--- config.mk ---
export PLATFORM = sky130hd
export DESIGN_NAME = uart_frame_parser
export DESIGN_NICKNAME = d
export VERILOG_FILES = /design/src/rtl/uart_frame_parser_pkg.sv /design/src/rtl/frame_chk_acc.sv /design/src/rtl/uart_frame_parser.sv
export SDC_FILE = /design/constraint.sdc
export NUM_CORES = 1
export LEC_CHECK = 0
export CAP_MARGIN = 20
export CORE_MARGIN = 2
export CORE_UTILIZATION = 35
export DETAILED_ROUTE_END_ITERATION = 16
export HOLD_SLACK_MARGIN = 0.05
export SYNTH_ARGS = -nofsm -noshare
export SYNTH_HDL_FRONTEND = slang
export SYNTH_SLANG_ARGS = --single-unit
export TNS_END_PERCENT = 50
--- constraint.sdc ---
create_clock -name clk -period 6.6 [get_ports clk]
set_input_delay 0.66 -clock clk [delete_from_list [all_inputs] [get_ports clk]]
set_output_delay 0.66 -clock clk [all_outputs]
set_load 0.02 [all_outputs]
--- src/rtl/uart_frame_parser_pkg.sv ---
// Shared types and constants for the UART command-link frame parser.
package uart_frame_parser_pkg;

    typedef enum logic [2:0] {
        IDLE,
        SYNC,
        CMD,
        LEN_H,
        LEN_L,
        PAYLOAD,
        CHK
    } state_t;

    localparam logic [1:0] ERR_CHK     = 2'd1;
    localparam logic [1:0] ERR_LEN     = 2'd2;
    localparam logic [1:0] ERR_TIMEOUT = 2'd3;

endpackage

--- src/rtl/frame_chk_acc.sv ---
// 8-bit frame checksum accumulator: wrapping sum, or XOR when CHK_XOR != 0.
module frame_chk_acc #(
    parameter int CHK_XOR = 0
) (
    input  logic       clk,
    input  logic       rst_n,
    input  logic       clr,
    input  logic       add_en,
    input  logic [7:0] din,
    output logic [7:0] acc
);

    always_ff @(posedge clk or negedge rst_n) begin
        if (!rst_n) begin
            acc <= '0;
        end else if (clr) begin
            acc <= '0;
        end else if (add_en) begin
            acc <= (CHK_XOR != 0) ? (acc ^ din) : (acc + din);
        end
    end

endmodule

--- src/rtl/uart_frame_parser.sv ---
// Frame parser: HDR0 HDR1 CMD LEN_H LEN_L PAYLOAD[LEN] CHK, payload streamed as it arrives.
// Optional inter-byte timeout enabled by defining UART_FRAME_PARSER_TIMEOUT_EN.
//
// state   | meaning
// IDLE    | hunting for HDR0
// SYNC    | HDR0 seen, expecting HDR1 (HDR0 again resyncs)
// CMD     | expecting command byte
// LEN_H   | expecting length high byte
// LEN_L   | expecting length low byte, length checked here
// PAYLOAD | streaming LEN payload bytes
// CHK     | expecting checksum byte
module uart_frame_parser
    import uart_frame_parser_pkg::*;
#(
    parameter logic [7:0] HDR0            = 8'hAA,
    parameter logic [7:0] HDR1            = 8'h55,
    parameter int         MAX_PAYLOAD_LEN = 256,
    parameter int         CHK_XOR         = 0,
    parameter int         TIMEOUT_CYCLES  = 50000
) (
    input  logic        clk,
    input  logic        rst_n,
    input  logic        in_valid,
    input  logic [7:0]  in_data,
    output logic [7:0]  cmd_out,
    output logic [15:0] len_out,
    output logic        hdr_valid,
    output logic        payload_valid,
    output logic [7:0]  payload_data,
    output logic [15:0] payload_idx,
    output logic        payload_last,
    output logic        frame_ok,
    output logic        frame_err,
    output logic [1:0]  err_code,
    output logic        busy
);

    localparam logic [15:0] MAX_LEN = 16'(MAX_PAYLOAD_LEN);

    state_t      state;
    logic [7:0]  len_h;
    logic [15:0] cnt;
    logic [15:0] len_rx;
    logic [7:0]  acc;
    logic        acc_clr;
    logic        acc_add;
    logic        tmo_hit;

    assign len_rx  = {len_h, in_data};
    assign acc_clr = in_valid && (state == SYNC) && (in_data == HDR1);
    assign acc_add = in_valid && ((state == CMD) || (state == LEN_H) ||
                                  (state == LEN_L) || (state == PAYLOAD));

    frame_chk_acc #(
        .CHK_XOR(CHK_XOR)
    ) u_chk_acc (
        .clk   (clk),
        .rst_n (rst_n),
        .clr   (acc_clr),
        .add_en(acc_add),
        .din   (in_data),
        .acc   (acc)
    );

`ifdef UART_FRAME_PARSER_TIMEOUT_EN
    localparam int            TW       = $clog2(TIMEOUT_CYCLES + 1);
    localparam logic [TW-1:0] TMO_LOAD = TW'(TIMEOUT_CYCLES);

    logic [TW-1:0] tmo_cnt;

    // Down-counter reloaded by every byte; expiry on the TIMEOUT_CYCLES-th silent cycle.
    always_ff @(posedge clk or negedge rst_n) begin
        if (!rst_n) begin
            tmo_cnt <= TMO_LOAD;
        end else if (in_valid || (state == IDLE) || tmo_hit) begin
            tmo_cnt <= TMO_LOAD;
        end else begin
            tmo_cnt <= tmo_cnt - TW'(1);
        end
    end

    assign tmo_hit = !in_valid && (state != IDLE) && (tmo_cnt == TW'(1));
`else
    assign tmo_hit = 1'b0;
`endif

    always_ff @(posedge clk or negedge rst_n) begin
        if (!rst_n) begin
            state         <= IDLE;
            len_h         <= '0;
            cnt           <= '0;
            cmd_out       <= '0;
            len_out       <= '0;
            hdr_valid     <= 1'b0;
            payload_valid <= 1'b0;
            payload_data  <= '0;
            payload_idx   <= '0;
            payload_last  <= 1'b0;
            frame_ok      <= 1'b0;
            frame_err     <= 1'b0;
            err_code      <= '0;
            busy          <= 1'b0;
        end else begin
            payload_valid <= 1'b0;
            payload_last  <= 1'b0;
            frame_ok      <= 1'b0;
            frame_err     <= 1'b0;
            if (tmo_hit) begin
                state     <= IDLE;
                busy      <= 1'b0;
                frame_err <= 1'b1;
                err_code  <= ERR_TIMEOUT;
                hdr_valid <= 1'b0;
            end else if (in_valid) begin
                case (state)
                    IDLE: begin
                        if (in_data == HDR0) begin
                            state <= SYNC;
                            busy  <= 1'b1;
                        end
                    end
                    SYNC: begin
                        if (in_data == HDR1) begin
                            state     <= CMD;
                            hdr_valid <= 1'b0;
                        end else if (in_data != HDR0) begin
                            state <= IDLE;
                            busy  <= 1'b0;
                        end
                    end
                    CMD: begin
                        cmd_out <= in_data;
                        state   <= LEN_H;
                    end
                    LEN_H: begin
                        len_h <= in_data;
                        state <= LEN_L;
                    end
                    LEN_L: begin
                        if (len_rx > MAX_LEN) begin
                            frame_err <= 1'b1;
                            err_code  <= ERR_LEN;
                            hdr_valid <= 1'b0;
                            state     <= IDLE;
                            busy      <= 1'b0;
                        end else begin
                            len_out   <= len_rx;
                            hdr_valid <= 1'b1;
                            cnt       <= '0;
                            state     <= (len_rx == 16'd0) ? CHK : PAYLOAD;
                        end
                    end
                    PAYLOAD: begin
                        payload_valid <= 1'b1;
                        payload_data  <= in_data;
                        payload_idx   <= cnt;
                        payload_last  <= (cnt == len_out - 16'd1);
                        if (cnt == len_out - 16'd1) begin
                            state <= CHK;
                        end else begin
                            cnt <= cnt + 16'd1;
                        end
                    end
                    CHK: begin
                        if (in_data == acc) begin
                            frame_ok <= 1'b1;
                        end else begin
                            frame_err <= 1'b1;
                            err_code  <= ERR_CHK;
                            hdr_valid <= 1'b0;
                        end
                        state <= IDLE;
                        busy  <= 1'b0;
                    end
                    default: begin
                        state <= IDLE;
                        busy  <= 1'b0;
                    end
                endcase
            end
        end
    end

endmodule

; ---- Word-level counts from Yosys, hierarchy flattened
; Index checks and enable logic that the tools add are counted.
[totals]
inputBits = 11
output_inout_bits = 56
reg_bits = 91
[op_classes]
addsub = 3
muxes = 35
n_eq_ne = 21
reduce_logical = 22
n_lt_le_gt_ge = 1
bitwise_logic = 2
[ops]
columns = operator, n
row1 = 16-bit two-way mux, 2
row2 = 16-bit one-hot mux with 2 select lines, 1
row3 = 3-bit one-hot mux with 6 select lines, 1
row4 = 1-bit two-way mux, 17
row5 = 16-bit by 1-bit adder with 16-bit output (second input constant), 1
row6 = 16-bit == test, 1
row7 = 16-bit by 9-bit greater-than comparator with 1-bit output (second input constant), 1
row8 = 16-bit zero test, 1
row9 = 8-bit two-way mux, 2
row10 = 4-bit AND reduction, 4
row11 = 16-bit by 1-bit subtractor with 16-bit output (second input constant), 1
row12 = 3-bit two-way mux, 5
row13 = 2-bit != test (second input constant), 5
row14 = 3-bit == test (second input constant), 3
row15 = 8-bit adder, 1
row16 = 8-bit by 7-bit == test with 1-bit output (second input constant), 1
row17 = 8-bit == test, 1
row18 = 8-bit == test (second input constant), 1
row19 = 2-bit by 1-bit != test with 1-bit output (second input constant), 4
row20 = 8-bit != test (second input constant), 1
row21 = 3-bit by 2-bit == test with 1-bit output (second input constant), 2
row22 = 2-bit two-way mux, 3
row23 = 2-bit AND reduction, 3
row24 = 6-bit AND reduction, 1
row25 = 14 further kinds, 21

; ---- Depth between registers and ports, before layout
; Gate-level depths: netlist of run 1.
[depth]
word_depth = 7
ltp_mapped = 11
ltp_nobuf = 10

; ---- Modules after synthesis
; Synthesis of run 1 repeated with hierarchy kept, for this count alone.
[unflattened]
cells_unflattened = 538
area_unflattened_um2 = 5061.1
[modules_own_cells]
columns = mod, instances, cells_each, area_each_um2
row1 = uart_frame_parser, 1, 472, 4414.2
row2 = frame_chk_acc, 1, 66, 646.9

; ---- Worst setup path after synthesis of run 1
; Ideal clock, no wire load.
[synth_path]
path_type = reg2reg
startpoint = register len_out[2]
endpoint = register cnt[3]
path_buffers = 1
path_slack_ns = 3.868
arrival_time_ns = 2.659
stages_incl_launch_ff = 10
setup_time_ns = 0.073
period_less_slack_ns = 2.732
path_cell_list = dfrtp_1 -> or4_4 -> nor4_4 -> xnor2_1 -> nand4_1 -> nor4_4 -> nand4_4 -> buf_6 -> a21o_1 -> a21oi_2
[synth_between]
elab_chain_len = 4
[synth_rtl]
columns = element, line_no
row1 = from (decl), uart_frame_parser.sv:26  ; output logic [15:0] len_out,
row2 = from (signal assigned), uart_frame_parser.sv:147  ; len_out <= len_rx;
row3 = 16-bit by 1-bit subtractor with 16-bit output, uart_frame_parser.sv:158  ; if (cnt == len_out - 16'd1) begin
row4 = 16-bit == test, uart_frame_parser.sv:158
row5 = 2-bit != test (no line), -
row6 = 4-bit AND reduction (no line), -
row7 = to (signal assigned), uart_frame_parser.sv:161  ; cnt <= cnt + 16'd1;
row8 = to (decl), uart_frame_parser.sv:42  ; logic [15:0] cnt;
; No other way between the ends.
; A chain may end at the register's enable or synchronous reset.

; ---- Final worst setup path of run 1
[layout_path]
startpoint = register len_out[3]
endpoint = register cnt[2]
; Same word-level chain as after synthesis.

==> results.md, run 1 <==
- Share of layout cells above drive strength 1: 14.4%
- Slew @ Worst Pin: 0.896 ns
- Die X: around 120 um
- Count leader, synth: dfrtp_1
- Buffers on Ports: 66
- GPL Wtd Cong: around 0.84
- Vias in the first global route: 3,715
- Antenna Cells: 0
- Core area: ~0.013 mm2
- Crit Path Max Fanout: 26
- Num rows: between 40 and 50
- Final WS setup: 3.38 ns
- HPWL Detailed: a little over 8000 um
- Largest area contributor in the netlist: dfrtp_1
- Area Overhead vs Synth: 22.9%
- Peak supply drop: 0.226 mV
- Tcrit/Tclk final: 48.7%
- Max Slew Vio Count: 0
- Prevailing post-synth register cell: dfrtp_1
- Xor/xnor share of the synthesized area: 4.88%
- Routed Antenna Nets: 0
- Num CTS Buffers: 9
- Outcome: completed
- GRT overflow: 0
- Post-Syn Area: 0.00484 mm2
- CTS Hold Bufs: 0
- Synth cell types: 62
- Worst EP required: 6.88 ns
- Vias per cell: 5.22
- DR WL/cell: 16.5 um
- # setup viols final: 0
- Syn_nets: 485
- Root Buffer: clkbuf_16
- Type of origin of the critical path: flip-flop
- Seq/Total Area, Yosys: 47.0%
- Final Hold Fails: 0
- Post-route minimum period: 3.22 ns
- Slew HR: 40.2%
- P_leak: 2.57 nW
- Register Area: 0.00228 mm2
- Synth Area in Adders: 2.95%
- Max-cap violations: 0
- Largest net degree at the start of global routing: 62
- Drt drc: 0
- Area contributors post-synth: dfrtp_1, mux2_2, nand2_1, xnor2_1, o21ai_0
- Final core area utilization: approximately 44%
- Share of synthesized area spent on multiplexers: 10.3%
- Worst Hold Class: in2async
- Worst R2R Path Depth: 8
- Number of enable flip-flop cells after synthesis: 0
- CTS resizes: 0
- Total global-route track usage: 16.9%
- Worst-path clk slew: 0.06 ns
- Clk_lat worst skew: 0.35 ns
- Nets: 545
- Worst R2R End: cnt[2]
- Synth warn: 0
- Worst r2r src: len_out[3]
- Synth Area in Simple Gates: 20.3%
- Synth cell count leaders: dfrtp_1, nand2_1, mux2_2
- Area of the multi-input gates: 0.00243 mm2
- 1st-pass router iterations: 4
- CTS tree: yes
- Setup crit end kind: flip-flop
- Initial Util: 36.1%
- Fmax: 311 MHz
- Total Power: 2.52 mW
- Fillers: 1,274
- Initial antenna violation count: 0
- Synth Area in Compound Gates: 11.7%
- Arr. time, crit path: 3.50 ns
- First-pass GRT wire length: 19,200 um
- Reg-to-reg slack, setup: 3.38 ns
- Clk buf depth: 2
- Pwr dens: 423 mW/mm2
- Asr flop ratio synth: 100%
- Via count: ~3,700
- Die Area: 0.0148 mm2
- Sink Count: 91
- H-tree levels: 3
- Num ports: 67
- WL final: between 10,000 and 15,000 um
- Setup_tns: 0 ns
- Worst setup path class: reg2reg
- Die Height: 122 um
- Top cell type's share of synthesized area: a little under half
- Drt initial violations: approximately 260
- Synthesized instance count: about 460
- Setup WS pre-CTS: a little over 3 ns
- Clock Skews: around 0.0074 ns
- Post-CTS Setup Inserts: 0
- Synth Area per Inst: 10.4 um2
- RSZ-0062 raised after global routing: no
- Largest family of logic cells by synthesized area: simple AND/OR/NAND/NOR gates
- Yosys reg bits: 91
metal layers:
metal	track usage (%)	vias to the layer above	share of wire [%]
met3	4.26	16	5.9
li1	-	1797	-
met5	0	-	0
met4	7.04	0	1.9
met2	25.7	99	46
met1	23.0	1763	46
area by class of cell:
class / count / share of cell area [%]
sequential: 91 / 38.3
timing repair buffer: 69 / 11.4
clock buffer: 10 / 4.02
tap: 176 / 3.70
inverter: 13 / 0.820
multi-input combinational: 340 / 40.9
clock inverter: 5 / 0.904
registers in the layout, summed over array words and instances (netlist names):
name	count
cnt	16
len_out	16
payload_idx	16
cmd_out	8
len_h	8
payload_data	8
u_chk_acc.acc	8
state	3
err_code	2
busy	1
frame_err	1
frame_ok	1
hdr_valid	1
payload_last	1
payload_valid	1
worst max path at each step:
stage               startpoint  endpoint  cells past startpoint
floorplan           len_out[2]    cnt[3]                      9
global placement    in_data[7]   cnt[14]                      9
detailed placement  in_data[7]   cnt[14]                      9
CTS                 len_out[3]    cnt[2]                      8
global route        in_data[7]   cnt[14]                      9
finish              len_out[3]    cnt[2]                      8
kinds of logic (layout without fill, tap and decap cells):
kind of cell,after synthesis,in the layout
fa+ha+maj,11,11
simple gates,175,175
compound gates,82,82
mux,45,45
xor+xnor,27,27
buf+inv,33,97
flops,91,91
layout by cell type (no fill, tap or decap), drive strengths merged, types with 3 or more instances in the layout:
cell type / count
xnor2: 18
nand4: 5
a211oi: 3
and4: 3
or3: 4
and3: 8
mux2: 40
mux2i: 5
nor3b: 3
dfrtp: 91
nor2: 25
clkdlybuf4s50: 65
ha: 9
nor4: 14
nand2b: 10
o31ai: 6
inv: 13
or4: 5
clkinv: 4
clkbuf: 10
a21o: 9
and2: 3
xor2: 9
o21ai: 24
nand3: 18
nand2: 48
buf: 4
nor2b: 11
a31oi: 3
nor3: 10
a21oi: 19
power by group:
group	switching (mW)	internal [mW]
registers	0.186	0.723
logic	0.581	0.513
clock network	0.214	0.300
worst max-delay path, cell delays in order, from the launching register on:
cell and delay [ns]:
dfrtp_1 0.49, or4_4 0.59, nor4_4 0.40, xnor2_1 0.20, nand4_1 0.16, nor4_4 0.41
nand4_4 0.40, a311o_1 0.44, nand2_1 0.06
metrics by stage:
step / hold slack [ns] / area (um2) / instances
2_1_floorplan: 0.364 / 4840 / 464
3_3_place_gp: 0.472 / 5660 / 689
3_5_place_dp: 0.472 / 5660 / 689
4_1_cts: 0.252 / 5950 / 704
5_1_grt: 0.275 / 5950 / 704
6_report: 0.241 / 5950 / 704
Note: power is estimated with default switching activity, not from simulation.
==> inputs of run 2 (changes only) <==
Clock period 6.6 ns to 3.24 ns, I/O delays scaled along.
==> run 2 against run 1 <==
  * Clock power rose by 100%
  * Highest routed layer unchanged
  * Die area is the same
  * Sequential power grew 98%
  * Largest cell class unchanged
==> results.md, run 2 (same netlist as run 1, synthesis figures left out) <==
- Fmax: 333 MHz (was 311 MHz)
- Share of layout cells above drive strength 1: 17.8% (was 14.4%)
- Biggest registers after layout: cnt x16, len_out x16, payload_idx x16 (unchanged)
- Slew HR: 60.5% (was 40.2%)
- Core area: 0.0134 mm2 (unchanged)
- Clk_lat worst skew: 0.35 ns (about the same)
- Vias per cell: 5.24 (was 5.22)
- Root Buffer: clkbuf_16 (unchanged)
- CTS tree: yes (unchanged)
- Number of placed cells counting well taps: 708 (was 689)
- Design Area, Final: 0.00616 mm2 (was 0.00595 mm2)
- Max-cap violations: 0 (unchanged)
- Drt initial violations: 212 (was 263)
- Worst R2R End: cnt[15] (was cnt[2])
- Initial Util: 36.1% (unchanged)
- Worst r2r src: len_out[2] (was len_out[3])
- Setup WS pre-CTS: 0.220 ns (was 3.09 ns)
- Largest net degree at the start of global routing: 84 (was 62)
- Global Route met2 Usage: 27.4% (was 25.7%)
- Vias in the first global route: 3,766 (was 3,715)
- Num ports: 67 (unchanged)
- Reg-to-reg slack, setup: 0.24 ns (was 3.38 ns)
- Post-CTS Setup Inserts: 0 (unchanged)
- Clock Skews: 0.00727 ns (was 0.00744 ns)
- Crit Path Max Fanout: 13 (was 26)
- Clk buf depth: 2 (unchanged)
- Outcome: completed (unchanged)
- Tcrit/Tclk final: 92.6% (was 48.7%)
- Register Area: 0.00228 mm2 (unchanged)
- Via count: 3,807 (was 3,675)
- Worst-path clk slew: 0.07 ns (was 0.06 ns)
- Worst setup path start: len_out[2] (was len_out[3])
- Hold WS: 0.402 ns (was 0.241 ns)
- Final Hold Fails: 0 (unchanged)
- Num CTS Buffers: 9 (unchanged)
- Nets: 567 (was 545)
- Sink Count: 91 (unchanged)
- Worst EP required: 3.47 ns (was 6.88 ns)
- Setup_tns: 0 ns (unchanged)
- H-tree levels: 3 (unchanged)
- Arr. time, crit path: 3.23 ns (was 3.50 ns)
- Slew @ Worst Pin: 0.587 ns (was 0.896 ns)
- 1st-pass router iterations: 4 (unchanged)
- Max Slew Vio Count: 0 (unchanged)
- Setup crit end kind: flip-flop (unchanged)
- M1 GR Usage: 23.1% (was 23.0%)
- Placed inst area: 0.00581 mm2 (was 0.00566 mm2)
- Antenna Cells: 0 (unchanged)
- Worst R2R Path Depth: 8 (unchanged)
- Total global-route track usage: 17.4% (was 16.9%)
- Die X: 122 um (unchanged)
- Fillers: 1,297 (was 1,274)
- DR WL/cell: 16.8 um (was 16.5 um)
- Total Power: 5.24 mW (was 2.52 mW)
- Routed Antenna Nets: 0 (unchanged)
- # setup viols final: 0 (unchanged)
- RSZ-0062 raised after global routing: no (unchanged)
- Buffers on Ports: 66 (unchanged)
- Area of the multi-input gates: 0.00244 mm2 (was 0.00243 mm2)
- P_leak: 2.68 nW (was 2.57 nW)
- Initial antenna violation count: 0 (unchanged)
- Post-route minimum period: 3.00 ns (was 3.22 ns)
- Peak supply drop: 0.663 mV (was 0.226 mV)
- Die Height: 122 um (unchanged)
- Type of origin of the critical path: flip-flop (unchanged)
- Die Area: 0.0148 mm2 (unchanged)
- Worst Hold Class: in2async (unchanged)
- Final core area utilization: 45.9% (was 44.4%)
- Num rows: 42 (unchanged)
- Most common cell after layout, fill and taps aside: dfrtp_1 (unchanged)
- Layout Cells excl Fill: 727 (was 704)
- HPWL Detailed: 8780 um (was 8140 um)
- Gr busiest metal: met2 (unchanged)
- Commonest cells after routing, fill and taps aside: dfrtp_1, clkdlybuf4s50_1, nand2_1 (unchanged)
- Drt drc: 0 (unchanged)
- Final WS setup: 0.238 ns (was 3.38 ns)
- Worst setup path class: reg2reg (unchanged)
- Area Overhead vs Synth: 27.2% (was 22.9%)
- GRT overflow: 0 (unchanged)
- Pwr dens: 851 mW/mm2 (was 423 mW/mm2)
- WL final: 12,200 um (was 11,600 um)
- First-pass GRT wire length: 19,900 um (was 19,200 um)
- M3 GR Usage: 4.68% (was 4.26%)
- GPL Wtd Cong: 0.861 (was 0.845)
run 2: final cells by class:
cell class                 count  area share (%)
multi-input combinational    341            39.7
sequential                    91            37.0
timing repair buffer          90            14.2
clock buffer                   9            3.66
tap                          176            3.58
clock inverter                 7            1.12
inverter                      13           0.793
run 2: critical path, cell delays in order (launching register included):
cell      delay [ns]
dfrtp_1         0.46
or4_4           0.60
nor4_4          0.35
xnor2_1         0.16
nand4_1         0.14
nor4_4          0.46
nand4_2         0.41
nand4b_1        0.23
a21oi_1         0.08
run 2: worst max path at each step:
stage | depth (start not counted) | end
2_1_floorplan | 9 | cnt[3]
3_3_place_gp | 8 | cnt[2]
3_5_place_dp | 9 | cnt[14]
4_1_cts | 8 | cnt[15]
5_1_grt | 8 | cnt[0]
6_report | 8 | cnt[15]
run 2: timing repair:
action,4_1_cts,5_1_grt
hold buffers,0,1
endpoints found under the setup margin,0,3
hold endpoints to repair,0,18
resized for setup,0,0
run 2: metal layers:
| metal | up-vias | wire [um] | share of wire [%] |
|---|---|---|---|
| li1 | 1849 | - | - |
| met1 | 1830 | 5500 | 45 |
| met2 | 111 | 5710 | 47 |
| met3 | 17 | 754 | 6.2 |
| met4 | 0 | 238 | 2.0 |
| met5 | - | 0 | 0 |
run 2: where the power goes:
part           total [mW]  switching [mW]  internal [mW]
combinational        2.40            1.28           1.12
clock                1.04           0.445          0.594
sequential           1.80           0.324           1.47
total                5.24            2.05           3.19
